File: config.mk
export PLATFORM = sky130hd
export DESIGN_NAME = compass_edge_sched
export DESIGN_NICKNAME = d
export VERILOG_FILES = /design/src/rtl/compass_edge_sched_pkg.sv /design/src/rtl/compass_edge_sched_dot9.sv /design/src/rtl/compass_edge_sched.sv
export SDC_FILE = /design/constraint.sdc
export NUM_CORES = 1
export LEC_CHECK = 0
export ABC_AREA = 1
export CAP_MARGIN = 0
export CORE_UTILIZATION = 56
export CTS_BUF_LIST = sky130_fd_sc_hd__clkbuf_4
export CTS_CLUSTER_SIZE = 24
export DETAILED_ROUTE_END_ITERATION = 8
export PLACE_DENSITY = 0.8
export SETUP_SLACK_MARGIN = 0.5
export SKIP_LAST_GASP = 1
export SYNTH_ARGS = -nofsm -noshare
export SYNTH_HDL_FRONTEND = slang
export SYNTH_SLANG_ARGS = --single-unit
File: constraint.sdc
create_clock -name clk -period 8.88 [get_ports clk]
set_clock_uncertainty 0.05 [all_clocks]
set_input_delay 1.332 -clock clk [delete_from_list [all_inputs] [get_ports clk]]
set_output_delay 1.332 -clock clk [all_outputs]
set_load 0.01 [all_outputs]
File: src/rtl/compass_edge_sched_pkg.sv
// Shared types, Robinson compass kernel table and the output clamp for the edge scheduler.
package compass_pkg;

    localparam int NUM_KERNELS = 8;
    localparam int NUM_TAPS    = 9;
    localparam int COEF_W      = 3;

    typedef enum logic [2:0] {
        DIR_E  = 3'd0,
        DIR_NE = 3'd1,
        DIR_N  = 3'd2,
        DIR_NW = 3'd3,
        DIR_W  = 3'd4,
        DIR_SW = 3'd5,
        DIR_S  = 3'd6,
        DIR_SE = 3'd7
    } dir_e;

    typedef enum logic [1:0] {
        ST_IDLE = 2'd0,
        ST_RUN  = 2'd1,
        ST_DONE = 2'd2
    } state_e;

    // Row-major taps, index 3*row+col; kernels 4..7 are the negations of 0..3.
    localparam logic signed [COEF_W-1:0] KERNEL_COEF [NUM_KERNELS][NUM_TAPS] = '{
        '{-3'sd1,  3'sd0,  3'sd1, -3'sd2,  3'sd0,  3'sd2, -3'sd1,  3'sd0,  3'sd1},
        '{ 3'sd0,  3'sd1,  3'sd2, -3'sd1,  3'sd0,  3'sd1, -3'sd2, -3'sd1,  3'sd0},
        '{ 3'sd1,  3'sd2,  3'sd1,  3'sd0,  3'sd0,  3'sd0, -3'sd1, -3'sd2, -3'sd1},
        '{ 3'sd2,  3'sd1,  3'sd0,  3'sd1,  3'sd0, -3'sd1,  3'sd0, -3'sd1, -3'sd2},
        '{ 3'sd1,  3'sd0, -3'sd1,  3'sd2,  3'sd0, -3'sd2,  3'sd1,  3'sd0, -3'sd1},
        '{ 3'sd0, -3'sd1, -3'sd2,  3'sd1,  3'sd0, -3'sd1,  3'sd2,  3'sd1,  3'sd0},
        '{-3'sd1, -3'sd2, -3'sd1,  3'sd0,  3'sd0,  3'sd0,  3'sd1,  3'sd2,  3'sd1},
        '{-3'sd2, -3'sd1,  3'sd0, -3'sd1,  3'sd0,  3'sd1,  3'sd0,  3'sd1,  3'sd2}
    };

    function automatic logic [NUM_TAPS*COEF_W-1:0] kernel_taps(input logic [2:0] k);
        logic [NUM_TAPS*COEF_W-1:0] taps;
        taps = '0;
        for (int t = 0; t < NUM_TAPS; t++) begin
            taps[COEF_W*t +: COEF_W] = KERNEL_COEF[k][t];
        end
        return taps;
    endfunction

    function automatic logic [7:0] clamp_u8(input logic signed [31:0] v);
        logic [7:0] r;
        if (v < 0) begin
            r = 8'd0;
        end else if (v > 32'sd255) begin
            r = 8'd255;
        end else begin
            r = v[7:0];
        end
        return r;
    endfunction

endpackage

File: src/rtl/compass_edge_sched_dot9.sv
// Combinational 9-tap signed dot product of one pixel window against one 3-bit kernel.
module compass_dot9
    import compass_pkg::*;
#(
    parameter int PIX_W = 8,
    parameter int ACC_W = 16
) (
    input  logic [9*PIX_W-1:0]           win_i,
    input  logic [NUM_TAPS*COEF_W-1:0]   coef_i,
    output logic signed [ACC_W-1:0]      sum_o
);

    logic signed [ACC_W-1:0] acc;
    logic signed [ACC_W-1:0] pix_ext;
    logic signed [ACC_W-1:0] coef_ext;

    always_comb begin
        acc      = '0;
        pix_ext  = '0;
        coef_ext = '0;
        for (int t = 0; t < NUM_TAPS; t++) begin
            pix_ext  = ACC_W'($signed(win_i[PIX_W*t +: PIX_W]));
            coef_ext = ACC_W'($signed(coef_i[COEF_W*t +: COEF_W]));
            acc      = acc + pix_ext * coef_ext;
        end
    end

    assign sum_o = acc;

endmodule

File: src/rtl/compass_edge_sched.sv
// Sequences the eight Robinson kernels through one shared dot-product engine and keeps the
// best signed response; interior windows take 8 RUN cycles, border windows bypass straight to DONE.
module compass_edge_sched
    import compass_pkg::*;
#(
    parameter int PIX_W = 8,
    parameter int ACC_W = 16
) (
    input  logic                 clk,
    input  logic                 rst_n,
    input  logic                 in_valid,
    output logic                 in_ready,
    input  logic [9*PIX_W-1:0]   in_win,
    input  logic                 in_border,
    input  logic [7:0]           in_mask,
    output logic                 out_valid,
    input  logic                 out_ready,
    output logic [7:0]           out_mag,
    output logic [2:0]           out_dir,
    output logic                 busy
);

    state_e                  state_q;
    logic [2:0]              kidx_q;
    logic [9*PIX_W-1:0]      win_q;
    logic [7:0]              mask_q;
    logic signed [ACC_W-1:0] best_q;
    logic signed [ACC_W-1:0] best_d;
    logic                    best_set_q;
    logic                    best_set_d;
    dir_e                    dir_q;
    dir_e                    dir_d;
    logic                    out_valid_q;
    logic [7:0]              out_mag_q;
    logic [2:0]              out_dir_q;
    logic signed [ACC_W-1:0] sum;
    logic [7:0]              final_mag;
    logic [2:0]              final_dir;

    compass_dot9 #(
        .PIX_W (PIX_W),
        .ACC_W (ACC_W)
    ) u_dot9 (
        .win_i  (win_q),
        .coef_i (kernel_taps(kidx_q)),
        .sum_o  (sum)
    );

    // Strict greater-than keeps the lower kernel index on ties.
    always_comb begin
        best_d     = best_q;
        best_set_d = best_set_q;
        dir_d      = dir_q;
        if (mask_q[kidx_q] && (!best_set_q || (sum > best_q))) begin
            best_d     = sum;
            best_set_d = 1'b1;
            dir_d      = dir_e'(kidx_q);
        end
    end

    // An empty mask never sets best, which reports as magnitude 0, direction E.
    always_comb begin
        final_mag = 8'd0;
        final_dir = 3'd0;
        if (best_set_d) begin
            final_mag = clamp_u8(32'(best_d));
            final_dir = dir_d;
        end
    end

    always_ff @(posedge clk) begin
        if (!rst_n) begin
            state_q     <= ST_IDLE;
            kidx_q      <= 3'd0;
            win_q       <= '0;
            mask_q      <= 8'd0;
            best_q      <= '0;
            best_set_q  <= 1'b0;
            dir_q       <= DIR_E;
            out_valid_q <= 1'b0;
            out_mag_q   <= 8'd0;
            out_dir_q   <= 3'd0;
        end else begin
            case (state_q)
                ST_IDLE: begin
                    if (in_valid) begin
                        win_q  <= in_win;
                        mask_q <= in_mask;
                        if (in_border) begin
                            state_q     <= ST_DONE;
                            out_valid_q <= 1'b1;
                            out_mag_q   <= 8'd0;
                            out_dir_q   <= 3'd0;
                        end else begin
                            state_q    <= ST_RUN;
                            kidx_q     <= 3'd0;
                            best_q     <= '0;
                            best_set_q <= 1'b0;
                            dir_q      <= DIR_E;
                        end
                    end
                end
                ST_RUN: begin
                    best_q     <= best_d;
                    best_set_q <= best_set_d;
                    dir_q      <= dir_d;
                    if (kidx_q == 3'd7) begin
                        state_q     <= ST_DONE;
                        out_valid_q <= 1'b1;
                        out_mag_q   <= final_mag;
                        out_dir_q   <= final_dir;
                    end else begin
                        kidx_q <= kidx_q + 3'd1;
                    end
                end
                ST_DONE: begin
                    if (out_ready) begin
                        state_q     <= ST_IDLE;
                        out_valid_q <= 1'b0;
                    end
                end
                default: begin
                    state_q     <= ST_IDLE;
                    out_valid_q <= 1'b0;
                end
            endcase
        end
    end

    // Gating with rst_n keeps in_ready low while reset is held, even if the state is already IDLE.
    assign in_ready  = rst_n && (state_q == ST_IDLE);
    assign busy      = (state_q != ST_IDLE);
    assign out_valid = out_valid_q;
    assign out_mag   = out_mag_q;
    assign out_dir   = out_dir_q;

endmodule

After elaboration in Yosys (flattened, before gate mapping). Memory sizes are Yosys's and may differ from the RTL's. Cells that the tools add are included.

Memories kept: 1. Memory bits (read-only): 216. Input port bits: 85. Output and inout port bits: 14. Register bits: 117.

Multiply operators: 9. Reductions and logical operators: 13. Magnitude comparators: 5. Bitwise gates (word level): 1. Add/subtract/negate cells: 9. Equal/unequal tests: 9. Muxes and demuxes: 40.

Memory list: (no name shown) (words 8, bits a word 27, rd ports 1, clocked after Yosys merged registers in 0, wr ports 0, RTL line compass_edge_sched_pkg.sv:41) `taps[COEF_W*t +: COEF_W] = KERNEL_COEF[k][t];`.

Operators with widths (number): 16-bit adder (8); 8-bit by 3-bit multiplier with 11-bit output (9); 27-bit two-way mux (2); 16-bit two-way mux (3); 8-bit two-way mux (6); 16-bit one-hot mux with 2 select lines (1); 3-bit two-way mux (8); 3-bit one-hot mux with 2 select lines (3); 16-bit > comparator (1); 16-bit by 9-bit > comparator with 1-bit output (second input constant) (1); 16-bit by 1-bit < comparator with 1-bit output (second input constant) (1); 8-bit one-hot mux with 2 select lines (1); 2-bit != test (second input constant) (6); 4-bit AND reduction (3); 1-bit two-way mux (8); 2-bit two-way mux (4); 2-bit one-hot mux with 3 select lines (1); 3-bit AND reduction (2); 4-bit >= comparator (second input constant) (1); 3-bit by 4-bit < comparator with 1-bit output (second input constant) (1); 3-bit NOT with 4-bit output (1); 2-bit nonzero test (2); 3-bit by 1-bit adder with 3-bit output (second input constant) (1); 1-bit binary-select mux with 3-bit select (1); other kinds (10) (11).

Depth between registers and ports, before layout.
Depth after elaboration: 23. Gate-level depth with buffers: 56. Depth with buffers taken out: 55.

Cells and area by module. From an unflattened synthesis, not the netlist that was laid out.

Cell total of the unflattened synthesis: 1822. Area total of the unflattened synthesis: 14159.8 sq um.

By module, submodules not included: compass_dot9 (area each 9014.9 sq um, cells an instance 1108, instances 1, seq. area each 0.0 sq um); compass_edge_sched (area each 5144.9 sq um, cells an instance 714, instances 1, seq. area each 2342.2 sq um).

Worst setup path before layout. Ideal clock, no wire load.

Path kind: register to register. Start: reg kidx_q[0]. End: reg out_mag_q[0] (netlist: out_mag[0]). Stages on the path, launching flop included: 49. Slack: 0.201 ns. Path buffers: 2. Data arrival time: 8.497 ns. Required time: 8.698 ns. Clock period less this slack: 8.679 ns. Path through: dfxtp_1 inv_1 clkbuf_1 ha_1 o21ai_1 or2_2 fa_1 fa_1 inv_1 ha_1 inv_1 fa_1 o21ai_0 a21oi_1 nor2_1 nor2_1 xor2_1 fa_1 [13 not listed] xor2_1 ha_1 nand2_1 o21bai_1 nand2_1 a21oi_1 nand2_1 nand2_1 nand3_1 nand2_2 nand2_4 buf_6 nand2_1 nand2_1 nor2_4 nand3_1 nand2_1 a21oi_1.

Word-level cells in the longest chain between the ends: 23. Elaborated cells on any way between the ends: 38.

Ends and longest elaborated chain: start: declaration (RTL line compass_edge_sched.sv:24) `logic [2:0] kidx_q;`; start signal: assignment (RTL line compass_edge_sched.sv:113) `kidx_q <= kidx_q + 3'd1;`; 3-bit NOT with 4-bit output (implied by the code) (RTL line compass_edge_sched_pkg.sv:41); memory 8 x 27 bit; 27-bit two-way mux (implied by the code) (2 in a row) (RTL line compass_edge_sched_pkg.sv:41); 8-bit by 3-bit multiplier with 11-bit output (RTL line compass_edge_sched_dot9.sv:24) `acc = acc + pix_ext * coef_ext;`; 16-bit adder (8 in a row) (RTL line compass_edge_sched_dot9.sv:24); 16-bit > comparator (RTL line compass_edge_sched.sv:54) `if (mask_q[kidx_q] && (!best_set_q || (sum > best_q))) begin`; 1-bit logical OR (RTL line compass_edge_sched.sv:54); 1-bit logical AND (RTL line compass_edge_sched.sv:54); 16-bit two-way mux (RTL line compass_edge_sched.sv:54); 16-bit by 9-bit > comparator with 1-bit output (RTL line compass_edge_sched_pkg.sv:50) `end else if (v > 32'sd255) begin`; 8-bit two-way mux (RTL line compass_edge_sched_pkg.sv:50); 8-bit two-way mux (RTL line compass_edge_sched_pkg.sv:48) `if (v < 0) begin`; 8-bit two-way mux (RTL line compass_edge_sched.sv:65) `if (best_set_d) begin`; 8-bit two-way mux (RTL line compass_edge_sched.sv:107) `if (kidx_q == 3'd7) begin`; 8-bit one-hot mux with 2 select lines (RTL line compass_edge_sched.sv:84) `case (state_q)`; end signal: assignment (RTL line compass_edge_sched.sv:110) `out_mag_q <= final_mag;`; end: declaration (RTL line compass_edge_sched.sv:34) `logic [7:0] out_mag_q;`.

Parallel ways exist; a longest one is shown, timed or not. The select of a mux whose other input is x is not followed. A chain may end at the register's enable or synchronous reset.

Worst setup path after layout.
Start: reg kidx_q[0]. End: reg out_mag_q[2] (netlist: out_mag[2]).

Same word-level chain as after synthesis.

==> impl_metrics.ini <==
[setup_path]
cp.required_ps = 9250
cp_max_fo = 8
worstPathArrival_ps = 10480
crit_slowest_cell = xnor2_1
cp-start-kind = flop
crit_buf_inv = 8
ff2ff_setup_slack_ps = -1230
crit_family = adder cells
max_stage_delay_ps = 710
worstSetupPathType = flop to flop
critical_path.endpoint_type = flop

[synthesis]
ys_warn_count = 0
ys_top_cells_by_count = inv_1, nand2_1, nor2_1, ha_1, a21oi_1
yosysSeqAreaShare_pct = 17.3
synth_cells = 1630
synth.most_common_cell = inv_1
syn_area_per_cell_um2 = 7.76
yosysUniqueCellTypes = 38
synth_largest_area_cell = fa_1
synth_top_area_share_pct = 22.0
async_reset_ff_share_pct = 0
synth-seq-cells = 109
synth_area_leaders = fa_1, ha_1, dfxtp_1
synth_edf_count = 0
synth_ff_type = dfxtp_1
synth_fp_nets = 2032
syn-cell-area_um2 = 12600

[clock_tree]
ctsRootBufferMaster = clkbuf_4
clkTransAtPathRegs_ps = 170
cts_max_level = 3
clk_latency_ps = 550
clock-sinks = 109
holdBufCountCts = 0
cts_made_buffers = 9
max-clock-path-buffers = 2
cts_tree = yes

[sta]
hold_slack_ps = 427
max_freq_ghz = 0.0989
finalCritPeriodShare_pct = 114
period_minus_slack_ps = 10110
final-setup-viol-count = 30
hold_viol = 0
slew_viol_final = 0
setup_ws_ps = -1230
tightest_slew_ps = 1210
slew_headroom_pct = 19.1
grt_setup_unrepaired = yes

[detailed_routing]
first_pass_iters = 7
route.antenna.remaining_nets = 0
first_iter_violations = 1057
dr_total_vias = 12000
routed_wl_um = 40100
route.detailed.drc = 4
vias_per_cell = 5.67
wl_per_cell_um = 18.9

[cells_and_area]
final_util_pct = 75.2
nets = 2235
drive_gt1_share_pct = 23.9
synthToLayoutAreaGrowth_pct = 30.5

[global_routing]
grt_pass1_vias = 12100
grt_antenna_before_repair = 2
grt_pass1_wl_um = 57200
grt_overflow_total = 0
groute.usage.overall_pct = 30.8
grt_max_degree = 93

[floorplanning]
core_area_um2 = 22000
ios = 99
dieWidth_um = 152
start_util_pct = 57.6
rows = 54
die_h_um = 152
die_area_um2 = 23200

[placed_design]
numPortBuffers = 90
hpwl_um = 24600
gp_congestion = 0.933

[min_path]
hold_path_class = flop to flop

[status]
outcome = finished, violations left
violations = DRC, setup timing

[run]
maxCapViolCount = 0
## worst paths after layout
path / start / endpoint / depth (start not counted)
worst max register to register: kidx_q[0]$_SDFFE_PN0P_ / out_mag[2]$_SDFFE_PN0P_ / 42
worst min register to register: dir_q[1]$_SDFFE_PN0P_ / dir_q[1]$_SDFFE_PN0P_ / 2
worst max-delay path: kidx_q[0]$_SDFFE_PN0P_ / out_mag[2]$_SDFFE_PN0P_ / 42
worst min-delay path: dir_q[1]$_SDFFE_PN0P_ / dir_q[1]$_SDFFE_PN0P_ / 2
## worst register-to-register path, delay by kind of cell (launching register included)
family / cells / cell delay [ps]
AO/OA/AOI/OAI: 4 / 630
XOR/XNOR: 2 / 980
adder cells (fa/ha/maj): 10 / 4430
buffers and inverters: 8 / 1040
flip-flops: 1 / 410
AND/OR/NAND/NOR: 18 / 2440
## per-layer routing
| layer | vias to the layer above | global-route usage [%] | wire (um) |
|---|---|---|---|
| met5 | - | 0 | 13 |
| met4 | 2 | 17.8 | 3030 |
| li1 | 5508 | - | - |
| met2 | 583 | 55.4 | 19100 |
| met3 | 231 | 4.49 | 3730 |
| met1 | 5691 | 34.8 | 14300 |
## flip-flops by register name, summed over array words and instances, names as in the netlist
name and cells:
kidx_q 3, mask_q 8, out_mag 8, dir_q 3, state_q 2, best_set_q 1
win_q 64, best_q 16, out_valid 1, out_dir 3
## cell families (layout without fill, tap and decap cells)
group,count (synthesis),after routing,share of synthesized area (%)
XOR/XNOR,68,68,4.71
buffers and inverters,370,576,11.1
flip-flops,109,109,17.3
AO/OA/AOI/OAI,288,288,12.2
other,1,2,0.0296
adder cells (fa/ha/maj),317,317,39.6
AND/OR/NAND/NOR,477,478,15.1
## stage by stage
step | instance area, um^2 | setup WS, ps | setup TNS [ps] | cells
after floorplan | 12700 | 502 | 0 | 1630
after global placement | 14600 | -58.4 | -326 | 2071
after detailed placement | 14600 | -242 | -2480 | 2071
after CTS | 15700 | 420 | 0 | 2103
after global routing | 16500 | -1390 | -34480 | 2118
final | 16500 | -1230 | -29470 | 2118
## final cells by class
type / count / area [um^2]
Clock inverter: 5 / 42.5
Sequential cell: 109 / 2190
Fill cell: 1335 / 5450
Clock buffer: 10 / 75.1
Timing Repair Buffer: 233 / 2060
Inverter: 328 / 1260
Tap cell: 280 / 350
Antenna cell: 1 / 2.50
Multi-Input combinational cell: 1152 / 10500
## cell usage in the layout (no fill, tap or decap), drive strengths merged, types with 6 or more instances in the layout
cell | netlist | final
a21o | 6 | 6
clkdlybuf4s50 | 0 | 89
inv | 326 | 327
dfxtp | 109 | 109
ha | 178 | 178
fa | 139 | 139
buf | 12 | 144
xnor2 | 37 | 37
xor2 | 31 | 31
o22ai | 8 | 8
nand2 | 214 | 215
clkbuf | 30 | 10
nand3 | 52 | 52
nor2 | 204 | 204
o21ai | 113 | 113
a21oi | 143 | 143
o21bai | 12 | 12
## what timing repair did
item / CTS / global route
pin swaps: 105 / 81
endpoints found under the setup margin: 30 / 30
gates cloned: 1 / 0
resized for setup: 209 / 142
buffers inserted: 16 / 14
Power is left out: the tool's default activity adds up to more than one toggle a clock period on the data nets, which glitch-free logic cannot reach.
==> edit (same flow settings) <==
`COEF_W`: 3 -> 5.
--- a/src/rtl/compass_edge_sched_pkg.sv
+++ b/src/rtl/compass_edge_sched_pkg.sv
@@ -3,7 +3,7 @@
 
     localparam int NUM_KERNELS = 8;
     localparam int NUM_TAPS    = 9;
-    localparam int COEF_W      = 3;
+    localparam int COEF_W      = 5;
 
     typedef enum logic [2:0] {
         DIR_E  = 3'd0,
Check against the original RTL: same outputs for any inputs over 4 cycles, from zero or initial values and one cycle with rst_n low; that may be too few to reach the edited logic, so the function may still have changed.
==> edit against the original RTL <==
The flow finishes with violations (setup timing); worst setup slack better by 0.24 ns; wire length is 17% higher; synthesized cell count is 42% higher; sequential share of layout area is 3.6 points lower; cell area is 37% higher; hold slack better by 0.0073 ns; sequential cell count stayed put; synthesized area is 41% higher; critical path type unchanged; critical endpoint is now best_q[6]; largest cell class unchanged.
Power is not shown: default switching activity piles up to over one toggle a cycle in this logic, so the estimate is an artifact.
==> edit: results <==
outcome:
  status: "complete, but fails checks"
  violations: "setup timing"
grt:
  grt_usage_pct: 29.51
  antenna_found_initial: 1
  grt_max_degree: 84
  grt_use_met1_pct: 34.75
  grt_pass1_vias: 16830
  use_met2_pct: 52.90
  grt_pass1_wl_mm: 77.29
  use_met3_pct: 4.810
critical_path:
  crit_path_max_fanout: 11
  r2r-start: "kidx_q[2]"
  critPathMaxStageDelay_ns: 0.66
  r2r_cells: 51
  timing.rr.end: "best_q[6]"
  cp_data_arrival_time_ns: 10.36
  slowest_stage: "fa_2"
logic_synthesis:
  synthTopCellsByCount: "inv_1, nor2_1, fa_1"
  synth_ff_type: "dfxtp_1"
  seq_area_frac_synth_pct: 12.22
  synth.distinct_cells: 43
  synth_compound_area_share_pct: 11.06
  ys_warn_count: 0
  ys_top_cells_by_area: "fa_1, ha_1, inv_1"
  synth-async-reset-ratio_pct: 0
  syn_nets: 2874
  yosys-mux-area-fraction_pct: 0
  synthAdderAreaFrac_pct: 44.30
  synth_xor_area_share_pct: 5.201
detailed_routing:
  wl_per_cell_um: 15.15
  wl_met3_mm: 2.521
  drt-initial-drc-count: 883
  route.met2.wl_mm: 23.62
  drtPass1Iterations: 6
  viasPerCell: 5.172
  wl_met1_mm: 18.62
  highest_layer: "met4"
hold_path:
  min_to: "best_q[13]"
  min_delay_path_depth: 2
  hold_start: "best_q[13]"
  min_path_type: "reg2reg"
clocking:
  clock_path_buffers: 2
  clk_pin_slew_ns: 0.20
  clockRootBuffer: "clkbuf_4"
  cts_buffers: 9
  htree_levels: 3
  clk_latency_ns: 0.60
timing:
  maxSlewHeadroom_pct: 39.29
  setup_violations: 30
  fin_ws_ns: -0.9916
placement:
  gp_congestion: 0.9232
  portBuffers: 90
  dpl_cell_area_mm2: 0.02159
  dpl.hpwl_mm: 37.67
finish:
  top_regs: "win_q (64), best_q (16)"
  nNetsFinal: 3247
  drive_above_1_share_pct: 19.66
[edit: metrics by stage]
stage	TNS [ns]	util, %	cells	hold slack [ns]	worst slack (ns)
3_3_place_gp	-11.44	68.61	3042	0.3967	-0.5277
5_1_grt	-35.25	71.99	3088	0.4490	-1.350
4_1_cts	-15.00	70.31	3070	0.4305	-0.6432
2_1_floorplan	0	-	2307	0.3792	0.04659
6_report	-23.71	71.99	3088	0.4348	-0.9916
3_5_place_dp	-20.89	68.61	3042	0.4073	-0.8606
[edit: layout make-up]
class                           instances  area [µm²]
Inverter                              674        2567
Fill cell                            2155        8815
Clock buffer                            9       67.56
Clock inverter                          7       90.09
Sequential cell                       109        2193
Timing Repair Buffer                  412        3437
Tap cell                              402       503.0
Multi-Input combinational cell       1474       13800
Antenna cell                            1       2.502
[edit: worst max-delay path by stage]
stage,startpoint,end,slack (ns),cells past startpoint
3_5_place_dp,kidx_q[1],out_mag[5],-0.86,50
3_3_place_gp,kidx_q[0],out_mag[2],-0.53,49
5_1_grt,kidx_q[1],best_q[6],-1.35,53
4_1_cts,kidx_q[1],out_mag[7],-0.64,53
2_1_floorplan,kidx_q[0],out_mag[5],0.05,55
6_report,kidx_q[2],best_q[6],-0.99,51
[edit: critical path, delay by kind of cell (launching register included)]
family                     cells  cell delay [ns]
AOI/OAI and AO/OA              7             0.98
xor gates and xnor gates       2             0.35
and+or+nand+nor               21             2.19
DFF                            1             0.41
buffers and inverters         11             1.18
adders and majority gates     10             4.63
[edit: repair_timing]
action	CTS	global route
pin swaps	41	72
endpoints found under the setup margin	30	30
resized for setup	71	84
buffers inserted	11	16
gates cloned	1	1
